==> src/rtl/regfile_wb_arbiter_if.sv <==
// Writeback bus between the ALU/load-unit requesters and the register-file arbiter.
// The master side drives requests; the slave side is the arbiter.
interface regfile_wb_arbiter_if;
  logic        a_valid;
  logic        a_ready;
  logic [3:0]  a_rd;
  logic [15:0] a_data;
  logic        b_valid;
  logic        b_ready;
  logic [3:0]  b_rd;
  logic [15:0] b_data;
  logic        reg_write;
  logic [3:0]  wr_rd;
  logic [15:0] wr_data;
  logic [15:0] pending_mask;
  logic [7:0]  stall_cnt;

  modport master (
    output a_valid, a_rd, a_data, b_valid, b_rd, b_data,
    input  a_ready, b_ready, reg_write, wr_rd, wr_data, pending_mask, stall_cnt
  );

  modport slave (
    input  a_valid, a_rd, a_data, b_valid, b_rd, b_data,
    output a_ready, b_ready, reg_write, wr_rd, wr_data, pending_mask, stall_cnt
  );
endinterface

==> src/rtl/regfile_wb_arbiter.sv <==
// Two-requester writeback arbiter with one-entry buffers feeding a single register-file write port.
// Oldest buffered write retires first; simultaneous arrivals are resolved by a round-robin pointer.
module regfile_wb_arbiter (
  input  logic                 clk,
  input  logic                 rst_n,
  regfile_wb_arbiter_if.slave  bus
);

  localparam logic PTR_A = 1'b0;
  localparam logic PTR_B = 1'b1;

  logic        a_full_r, b_full_r;
  logic        a_tag_r, b_tag_r;
  logic [3:0]  a_rd_r, b_rd_r;
  logic [15:0] a_data_r, b_data_r;
  logic        ptr_r;
  logic [7:0]  stall_cnt_r;

  logic        gnt_a_s, gnt_b_s;
  logic        a_ready_s, b_ready_s;
  logic        a_load_s, b_load_s;
  logic        stall_s;

  function automatic logic [15:0] onehot16(input logic [3:0] idx);
    onehot16 = 16'd1 << idx;
  endfunction

  // Grant selection; a set tag means that buffer loaded while the other was already waiting.
  always_comb begin
    gnt_a_s = 1'b0;
    gnt_b_s = 1'b0;
    case ({a_full_r, b_full_r})
      2'b10: gnt_a_s = 1'b1;
      2'b01: gnt_b_s = 1'b1;
      2'b11: begin
        if (a_tag_r != b_tag_r) begin
          gnt_a_s = b_tag_r;
          gnt_b_s = a_tag_r;
        end else begin
          gnt_a_s = (ptr_r == PTR_A);
          gnt_b_s = (ptr_r == PTR_B);
        end
      end
      default: begin
        gnt_a_s = 1'b0;
        gnt_b_s = 1'b0;
      end
    endcase
  end

  // Handshake: ready ignores valid; rd=0 transfers complete but never load.
  always_comb begin
    a_ready_s = ~a_full_r | gnt_a_s;
    b_ready_s = ~b_full_r | gnt_b_s;
    a_load_s  = bus.a_valid & a_ready_s & (bus.a_rd != 4'd0);
    b_load_s  = bus.b_valid & b_ready_s & (bus.b_rd != 4'd0);
    stall_s   = (bus.a_valid & ~a_ready_s) | (bus.b_valid & ~b_ready_s);
  end

  // Buffer A
  always_ff @(posedge clk or negedge rst_n) begin
    if (!rst_n) begin
      a_full_r <= 1'b0;
      a_tag_r  <= 1'b0;
      a_rd_r   <= 4'd0;
      a_data_r <= 16'd0;
    end else if (a_load_s) begin
      a_full_r <= 1'b1;
      a_tag_r  <= b_full_r & ~gnt_b_s;
      a_rd_r   <= bus.a_rd;
      a_data_r <= bus.a_data;
    end else if (gnt_a_s) begin
      a_full_r <= 1'b0;
      a_tag_r  <= 1'b0;
    end else if (gnt_b_s) begin
      a_tag_r  <= 1'b0;
    end
  end

  // Buffer B
  always_ff @(posedge clk or negedge rst_n) begin
    if (!rst_n) begin
      b_full_r <= 1'b0;
      b_tag_r  <= 1'b0;
      b_rd_r   <= 4'd0;
      b_data_r <= 16'd0;
    end else if (b_load_s) begin
      b_full_r <= 1'b1;
      b_tag_r  <= a_full_r & ~gnt_a_s;
      b_rd_r   <= bus.b_rd;
      b_data_r <= bus.b_data;
    end else if (gnt_b_s) begin
      b_full_r <= 1'b0;
      b_tag_r  <= 1'b0;
    end else if (gnt_a_s) begin
      b_tag_r  <= 1'b0;
    end
  end

  // Priority pointer moves to the requester that lost each grant
  always_ff @(posedge clk or negedge rst_n) begin
    if (!rst_n) begin
      ptr_r <= PTR_A;
    end else if (gnt_a_s) begin
      ptr_r <= PTR_B;
    end else if (gnt_b_s) begin
      ptr_r <= PTR_A;
    end
  end

  // Saturating stall counter
  always_ff @(posedge clk or negedge rst_n) begin
    if (!rst_n) begin
      stall_cnt_r <= 8'd0;
    end else if (stall_s && (stall_cnt_r != 8'hFF)) begin
      stall_cnt_r <= stall_cnt_r + 8'd1;
    end
  end

  // Write port and status outputs
  always_comb begin
    bus.a_ready   = a_ready_s;
    bus.b_ready   = b_ready_s;
    bus.stall_cnt = stall_cnt_r;
    bus.reg_write = gnt_a_s | gnt_b_s;
    if (gnt_a_s) begin
      bus.wr_rd   = a_rd_r;
      bus.wr_data = a_data_r;
    end else if (gnt_b_s) begin
      bus.wr_rd   = b_rd_r;
      bus.wr_data = b_data_r;
    end else begin
      bus.wr_rd   = 4'd0;
      bus.wr_data = 16'd0;
    end
    bus.pending_mask = ((a_full_r ? onehot16(a_rd_r) : 16'd0) |
                        (b_full_r ? onehot16(b_rd_r) : 16'd0)) & 16'hFFFE;
  end

endmodule

==> src/flat_wrapper.sv <==
// flat-port wrapper written by rule: the top's interface ports become plain ports
module regfile_wb_arbiter_flat 
  (clk, rst_n, bus_a_valid, bus_a_rd, bus_a_data, bus_b_valid, bus_b_rd, bus_b_data, bus_a_ready, bus_b_ready, bus_reg_write, bus_wr_rd, bus_wr_data, bus_pending_mask, bus_stall_cnt);
  regfile_wb_arbiter_if bus_i ();
  input  logic clk;
  input  logic rst_n;
  input wire logic [$bits(bus_i.a_valid)-1:0] bus_a_valid;
  input wire logic [$bits(bus_i.a_rd)-1:0] bus_a_rd;
  input wire logic [$bits(bus_i.a_data)-1:0] bus_a_data;
  input wire logic [$bits(bus_i.b_valid)-1:0] bus_b_valid;
  input wire logic [$bits(bus_i.b_rd)-1:0] bus_b_rd;
  input wire logic [$bits(bus_i.b_data)-1:0] bus_b_data;
  output wire logic [$bits(bus_i.a_ready)-1:0] bus_a_ready;
  output wire logic [$bits(bus_i.b_ready)-1:0] bus_b_ready;
  output wire logic [$bits(bus_i.reg_write)-1:0] bus_reg_write;
  output wire logic [$bits(bus_i.wr_rd)-1:0] bus_wr_rd;
  output wire logic [$bits(bus_i.wr_data)-1:0] bus_wr_data;
  output wire logic [$bits(bus_i.pending_mask)-1:0] bus_pending_mask;
  output wire logic [$bits(bus_i.stall_cnt)-1:0] bus_stall_cnt;
  assign bus_i.a_valid = bus_a_valid;
  assign bus_i.a_rd = bus_a_rd;
  assign bus_i.a_data = bus_a_data;
  assign bus_i.b_valid = bus_b_valid;
  assign bus_i.b_rd = bus_b_rd;
  assign bus_i.b_data = bus_b_data;
  assign bus_a_ready = bus_i.a_ready;
  assign bus_b_ready = bus_i.b_ready;
  assign bus_reg_write = bus_i.reg_write;
  assign bus_wr_rd = bus_i.wr_rd;
  assign bus_wr_data = bus_i.wr_data;
  assign bus_pending_mask = bus_i.pending_mask;
  assign bus_stall_cnt = bus_i.stall_cnt;
  regfile_wb_arbiter u_core (.clk(clk), .rst_n(rst_n), .bus(bus_i));
endmodule
==> config.mk <==
export PLATFORM = sky130hd
export DESIGN_NAME = regfile_wb_arbiter_flat
export DESIGN_NICKNAME = d
export VERILOG_FILES = /design/src/rtl/regfile_wb_arbiter_if.sv /design/src/rtl/regfile_wb_arbiter.sv /design/src/flat_wrapper.sv
export SDC_FILE = /design/constraint.sdc
export NUM_CORES = 1
export LEC_CHECK = 0
export ABC_AREA = 1
export CORE_ASPECT_RATIO = 1.25
export CORE_MARGIN = 3
export CORE_UTILIZATION = 52
export CTS_BUF_LIST = sky130_fd_sc_hd__clkbuf_4
export CTS_CLUSTER_DIAMETER = 200
export DETAILED_ROUTE_END_ITERATION = 6
export PLACE_DENSITY = 0.88
export SYNTH_ARGS = -nofsm -noshare
export SYNTH_HDL_FRONTEND = slang
export SYNTH_SLANG_ARGS = --single-unit
==> constraint.sdc <==
create_clock -name clk -period 2.47 [get_ports clk]
set_clock_uncertainty 0.2 [all_clocks]
set_input_delay 0.494 -clock clk [delete_from_list [all_inputs] [get_ports clk]]
set_output_delay 0.494 -clock clk [all_outputs]
set_load 0.03 [all_outputs]
==> flow_summary.yaml <==
detailed_routing:
  via_per_inst: 5.48
  drc: 0
  routed_wl_um: 8240
  drt_pass1_iterations: 4
  ant_nets: 0
  wire_per_inst_um: 15.3
  vias: 2948
  drt_iter0_drc: 240
final_layout:
  fin_nets: 520
  drive_gt1_frac: 0.185
  antenna_cells: 0
  utilization: 0.782
  layout.cells.non_filler: 538
  syn2layout_area_growth_pct: 41.7
floorplan:
  core-area_um2: 5190
  io_pins: 91
  die_h_um: 89.0
  die_x_um: 72.4
  dieArea_um2: 6440
  initial_core_util: 0.552
  rows: 29
placed_design:
  gp_congestion: 0.882
  portBuffers: 89
  dpl.cell_count: 523
  dp_hpwl_um: 5870
global_route:
  grt_pass1_wl_um: 12600
  grt_max_degree: 43
  grt_overflow: 0
  grt_pass1_vias: 2761
  track_usage: 0.250
  antenna_found_initial: 0
min_path:
  hp-class: "reg -> reg"
  worstHoldPathCells: 2
synthesis:
  yosys.area_share.simple: 0.290
  postSynthCellCount: 384
  synth_top_area_frac: 0.463
  yosysUniqueCellTypes: 26
  synthMostInstantiatedCell: "nand2_1"
  yosys_register_bits: 53
  synth_compound_area_frac: 0.114
  synth_mux_area_frac: 0
  ys.flop_type: "dfrtp_1"
  yosys-top-cells-count: "nand2_1, inv_1, dfrtp_1, nand3_1, o21ai_0"
  async_reset_ff_frac: 1.00
  synth.largest_area_cell: "dfrtp_1"
  synth-edff-count: 0
  yosysWarnings: 0
  synth_seq_area_share: 0.463
  synth_top_family_by_area: "simple AND/OR/NAND/NOR gates"
  synthAdderAreaFrac: 0.00437
  syn_nets: 429
  synthesis.area_um2: 2860
  syn_area_per_cell_um2: 7.46
  synthXorXnorAreaFrac: 0.00918
  synth.area.top_cells: "dfrtp_1, nand2_1, inv_1"
timing:
  slew_violations: 0
  max_slew_margin: 0.589
  final.period_utilization: 0.983
  grt_setup_unrepaired: "true"
  post-route-min-period_ns: 2.43
  setup_viol: 0
  final-hold-violation-count: 0
  worstMarginPinSlew_ns: 0.617
  fmax_mhz: 412
status:
  status: "completed"
clock_tree:
  path_clk_slew_ns: 0.14
  htreeDepth: 2
  clockRootBuffer: "clkbuf_4"
  cts_tree: "done"
  numCtsBuffers: 5
  clk_latency_ns: 0.36
  cts_buffer_depth: 2
  clkSinkCount: 53
setup_path:
  cp-start-kind: "flop"
  crit_path_end_kind: "output pin"
  critical_path_class: "reg -> out"
  r2r_cells: 9
  critical_path_required_ns: 1.78
  path_max_fanout: 11
  arrival_ns: 1.73
power:
  peakVddDrop_v: 0.000597
  power.density_nw_per_um2: 1100
  p_leak_uw: 0.00206
job:
  drv_cap: 0
==> stage by stage <==
step / setup WS, ns / hold slack, ns / TNS [ns] / total power [uW] / area (um2)
finish: 0.0431 / 0.308 / 0 / 4480 / 4060
detailed placement: 0.288 / 0.273 / 0 / 3590 / 3700
global placement: 0.345 / 0.267 / 0 / 3550 / 3700
CTS: 0.0111 / 0.307 / 0 / 4010 / 3790
floorplan: 0.129 / -0.00159 / 0 / 2800 / 2860
global route: -0.0801 / 0.326 / -0.844 / 4760 / 4060
==> cell families after synthesis <==
group / count (synthesis)
compound gates: 61
simple gates: 184
buf+inv: 81
flops: 53
fa+ha+maj: 1
other cells: 1
xor+xnor: 3
==> flip-flops by register name, summed over array words and instances, names as in the netlist <==
| register | count |
|---|---|
| u_core.a_data_r | 16 |
| u_core.a_full_r | 1 |
| u_core.a_rd_r | 4 |
| u_core.a_tag_r | 1 |
| u_core.b_data_r | 16 |
| u_core.b_full_r | 1 |
| u_core.b_rd_r | 4 |
| u_core.b_tag_r | 1 |
| u_core.bus.stall_cnt | 8 |
| u_core.ptr_r | 1 |
==> critical path, stage by stage, from the launching register on <==
cell and delay (ns):
dfrtp_1 0.42, inv_1 0.06, nand2_1 0.06, nand2_2 0.11, nand2_4 0.07, nand2_4 0.08, nand2_8 0.09, clkbuf_16 0.20
nand3_1 0.08, nand2_1 0.08, buf_6 0.14
==> per-layer routing <==
layer  global-route usage  part of all wire
met3               0.0382             0.061
met5                    0                 0
met1                0.292              0.37
met2                0.445              0.54
met4                0.121             0.032
==> power breakdown <==
part,internal (uW),switching (uW)
combinational,1070,1650
clock,104,254
sequential,1130,272
total,2300,2180
==> timing repair <==
item | CTS | global route
resized for setup | 5 | 53
endpoints found under the hold margin | 25 | 0
setup endpoints to repair | 26 | 26
hold buffers | 1 | 0
buffers inserted | 2 | 1
gates cloned | 0 | 3
pin swaps | 0 | 5
==> worst paths after layout <==
| kind | start | to | slack (ns) |
|---|---|---|---|
| worst max-delay path | u_core.b_tag_r$_DFFE_PN0P_ | bus_wr_data[7] | 0.04 |
| worst min-delay path | u_core.a_data_r[12]$_DFFE_PN0P_ | u_core.a_data_r[12]$_DFFE_PN0P_ | 0.31 |
| worst max register to register | u_core.b_tag_r$_DFFE_PN0P_ | u_core.b_data_r[13]$_DFFE_PN0P_ | 0.60 |
| worst min register to register | u_core.a_data_r[12]$_DFFE_PN0P_ | u_core.a_data_r[12]$_DFFE_PN0P_ | 0.31 |
| max in group asynchronous | rst_n | u_core.ptr_r$_DFFE_PN0P_ | 1.03 |
| min in group asynchronous | rst_n | u_core.b_data_r[9]$_DFFE_PN0P_ | 0.46 |
==> area by class of cell <==
type	count	area, um2
Multi-Input combinational cell	250	1320
Timing Repair inverter	1	8.76
Inverter	64	253
Tap cell	62	77.6
Sequential cell	53	1330
Clock inverter	3	12.5
Clock buffer	5	37.5
Fill cell	385	1130
Timing Repair Buffer	100	1020
==> cell usage in the layout (no fill, tap or decap), types with 2 or more instances in the layout <==
cell and count:
nand2_1 106, clkbuf_4 5, xor2_1 2, dfrtp_1 52, clkinv_1 2, nand3_1 37, o22ai_1 13, nand2_4 4
nand3_4 4, nand2_2 9, clkdlybuf4s50_1 50, nand4_1 5, o21ai_2 3, o21ai_0 42, inv_1 62, clkbuf_16 2
buf_4 24, buf_6 17, nand3_2 8, nor2_1 8, buf_12 3
Note: power is estimated with default switching activity, not from simulation.
==> edit (config.mk and constraints unchanged) <==
Reset style: synchronous (`rst_n`), changed in 4 clocked blocks.
--- a/src/rtl/regfile_wb_arbiter.sv
+++ b/src/rtl/regfile_wb_arbiter.sv
@@ -58,7 +58,7 @@
   end
 
   // Buffer A
-  always_ff @(posedge clk or negedge rst_n) begin
+  always_ff @(posedge clk) begin
     if (!rst_n) begin
       a_full_r <= 1'b0;
       a_tag_r  <= 1'b0;
@@ -78,7 +78,7 @@
   end
 
   // Buffer B
-  always_ff @(posedge clk or negedge rst_n) begin
+  always_ff @(posedge clk) begin
     if (!rst_n) begin
       b_full_r <= 1'b0;
       b_tag_r  <= 1'b0;
@@ -98,7 +98,7 @@
   end
 
   // Priority pointer moves to the requester that lost each grant
-  always_ff @(posedge clk or negedge rst_n) begin
+  always_ff @(posedge clk) begin
     if (!rst_n) begin
       ptr_r <= PTR_A;
     end else if (gnt_a_s) begin
@@ -109,7 +109,7 @@
   end
 
   // Saturating stall counter
-  always_ff @(posedge clk or negedge rst_n) begin
+  always_ff @(posedge clk) begin
     if (!rst_n) begin
       stall_cnt_r <= 8'd0;
     end else if (stall_s && (stall_cnt_r != 8'hFF)) begin
Behaviour: differs if rst_n is asserted again (counterexample within 4 cycles, from zero or initial values and one cycle with rst_n low); with rst_n held inactive, the same outputs for 10 cycles.
==> edit against the original RTL <==
  * Synthesized area fell by 7.2%
  * Routed wire length fell by 9.3%
  * Sequential cell count did not move
  * Fmax barely moved
  * Worst hold slack got worse by 0.046 ns
  * Die area fell by 6.7%
  * Non-clock buffer count fell by 3
  * Worst setup slack improved by 0.0019 ns
  * Sequential share of layout area fell by 4.0 points
  * Design area fell by 8.9%
Power is not compared: it rests on default switching activity, and its combinational part moved more than twofold at a synthesized area within 25%.
==> edit: results (changes against the original RTL) <==
* clock transition at the register clock pins on the worst setup and hold paths after CTS: 0.14 ns, about the same
* buffer depth of the longest clock path: 2, unchanged
* largest cells by area after synthesis: sky130_fd_sc_hd__dfxtp_1 (40%), sky130_fd_sc_hd__nand2_1 (11%), sky130_fd_sc_hd__inv_1 (8.2%), sky130_fd_sc_hd__o22ai_1 (7.8%), sky130_fd_sc_hd__nor2_1 (6.6%)
* IR drop worst, VDD: 0.445 mV
* highest cell delay on the worst timing path: 0.35 ns, -0.07 ns
* synth unique cells: 30, +15%
* warning count from the yosys run: 0, unchanged
* pre-CTS WS: 0.203 ns, -0.0855 ns
* Inserted Clock Buffers: 5, unchanged
* GRT Util Overall: 0.234, -0.0158
* antenna fix cells: 0, unchanged
* capture instance of the worst register-to-register path: u_core.a_data_r[13]
* routability-driven placement congestion ratio: 0.936, +6.2%
* most frequent cells after synthesis: sky130_fd_sc_hd__nand2_1 (76), sky130_fd_sc_hd__inv_1 (58), sky130_fd_sc_hd__dfxtp_1 (53), sky130_fd_sc_hd__nor2_1 (47), sky130_fd_sc_hd__o22ai_1 (33)
* number of vias per cell: 5.30, -3.2%
* Final #Nets: 521, +0.19%
* initial antenna violation count: 0, unchanged
* maximum number of pins on one net before global-route repair: 43, unchanged
* later-pin clock latency in the skew report: 0.37 ns
* Crit Reg-Reg Startpoint: u_core.b_tag_r
* global-route wire length before repair: 11600 µm, -7.5%
* Lkg Pwr: 1.63 nW
* cell with the biggest individual delay on the critical path: sky130_fd_sc_hd__dfxtp_2
* post-synthesis sequential area ratio: 0.399, -0.0639
* number of global-route vias before repair: 2650, -4.0%
* min-delay src: u_core.a_data_r[11]
* Detailed Route Iter0 Violations: 128, -47%
* fraction of registers with async set or reset after synthesis: 0, -1.00
* Worst Setup Slack, final: 0.0450 ns, +0.00192 ns
* count of cells along the worst register-to-register path: 8, -1
* most used standard cell by instance count after synthesis: sky130_fd_sc_hd__nand2_1
* post-placement cell area: 3510 µm², -5.2%
* Hold EP: u_core.a_data_r[11]
* net count after synthesis: 435, +1.4%
* number of search-and-repair iterations in the first detailed-routing pass: 5, +1
* worst hold path cell count: 2, unchanged
* Routed Wire Length: 7480 µm, -9.3%
* number of fill cells: 380, -1.3%
* Min-Delay Path Class: flop to flop
* critical path data arrival time: 1.73 ns, about the same
* power dissipated by switching net loads: 0.557 mW
* count of buffers inserted at the top-level ports: 89, unchanged
* status: complete, no violations
* maximum net fanout on the critical path: 5, -6
* slack of the worst reg-to-reg path: 0.63 ns, +0.03 ns
* number of levels in the clock H-tree: 2, unchanged
* fraction of final layout cells with drive strength greater than 1: 0.164, -0.0214
* half-perimeter wire length after detailed placement: 5130 µm, -13%
* root buffer cell: sky130_fd_sc_hd__clkbuf_4
[edit: cell count changes in the layout (fill, tap and decap cells not counted), sizes merged, moves of 20 or more]
cell / unedited run / this run
dfxtp: 0 / 53
nor2: 8 / 48
a21oi: 1 / 30
nand3: 49 / 28
dfrtp: 53 / 0
o21ai: 45 / 25
nand2: 120 / 84
[edit: metal layers]
metal	part of all wire	global-route usage	vias up
li1	-	-	1431
met3	0.051	0.0469	15
met4	0.025	0.0941	0
met5	0	0	-
met2	0.52	0.429	91
met1	0.41	0.263	1311
[edit: worst max-delay path, delay by kind of cell, from the launching register on]
kind | cells | cell delay, ns
DFF | 1 | 0.35
and+or+nand+nor | 5 | 0.40
buffers and inverters | 3 | 0.43
AOI/OAI and AO/OA | 1 | 0.18
[edit: layout make-up]
| type | count | area share |
|---|---|---|
| multi-input combinational | 259 | 0.369 |
| sequential | 53 | 0.287 |
| timing repair buffer | 97 | 0.247 |
| inverter | 60 | 0.0609 |
| tap | 60 | 0.0203 |
| clock buffer | 6 | 0.0122 |
| clock inverter | 2 | 0.00271 |
[edit: what timing repair did]
| item | 4_1_cts | 5_1_grt |
|---|---|---|
| pin swaps | 0 | 2 |
| gates cloned | 0 | 2 |
| hold buffers | 0 | 0 |
| resized for setup | 22 | 52 |
| setup buffers | 0 | 1 |
| endpoints found under the setup margin | 36 | 34 |
[edit: power by group through the flow]
stage	Sequential, mW	Clock [mW]	Combinational (mW)
after global placement	0.954	0	0.406
after detailed placement	0.956	0	0.414
final	0.939	0.383	0.462
after global routing	0.945	0.417	0.507
after CTS	0.937	0.387	0.418
after floorplan	0.952	0	0.258
[edit: worst max-delay path by stage]
stage                     endpoint  cells after the start  slack, ns        startpoint
6_report            bus_wr_data[2]                      9       0.05    u_core.b_tag_r
5_1_grt               bus_wr_rd[0]                      9      -0.04    u_core.b_tag_r
4_1_cts               bus_wr_rd[1]                      9     -0.004    u_core.b_tag_r
3_5_place_dp   bus_pending_mask[9]                      4       0.20   u_core.a_full_r
3_3_place_gp   bus_pending_mask[8]                      4       0.19  u_core.b_rd_r[2]
2_1_floorplan         bus_wr_rd[3]                      9       0.17    u_core.b_tag_r
[edit: cell families after synthesis]
| logic type | Yosys count | share of synthesized area |
|---|---|---|
| simple gates | 164 | 0.273 |
| compound gates | 90 | 0.189 |
| buf+inv | 78 | 0.123 |
| flops | 53 | 0.399 |
| xor+xnor | 3 | 0.00989 |
| fa+ha+maj | 1 | 0.00471 |
| other cells | 1 | 0.00141 |
[edit: stage by stage]
stage | util | hold slack, ns | instances
after floorplan | - | 0.230 | 390
after global placement | 0.726 | 0.238 | 526
after detailed placement | 0.726 | 0.243 | 526
after CTS | 0.738 | 0.263 | 534
after global routing | 0.764 | 0.292 | 537
final | 0.764 | 0.263 | 537
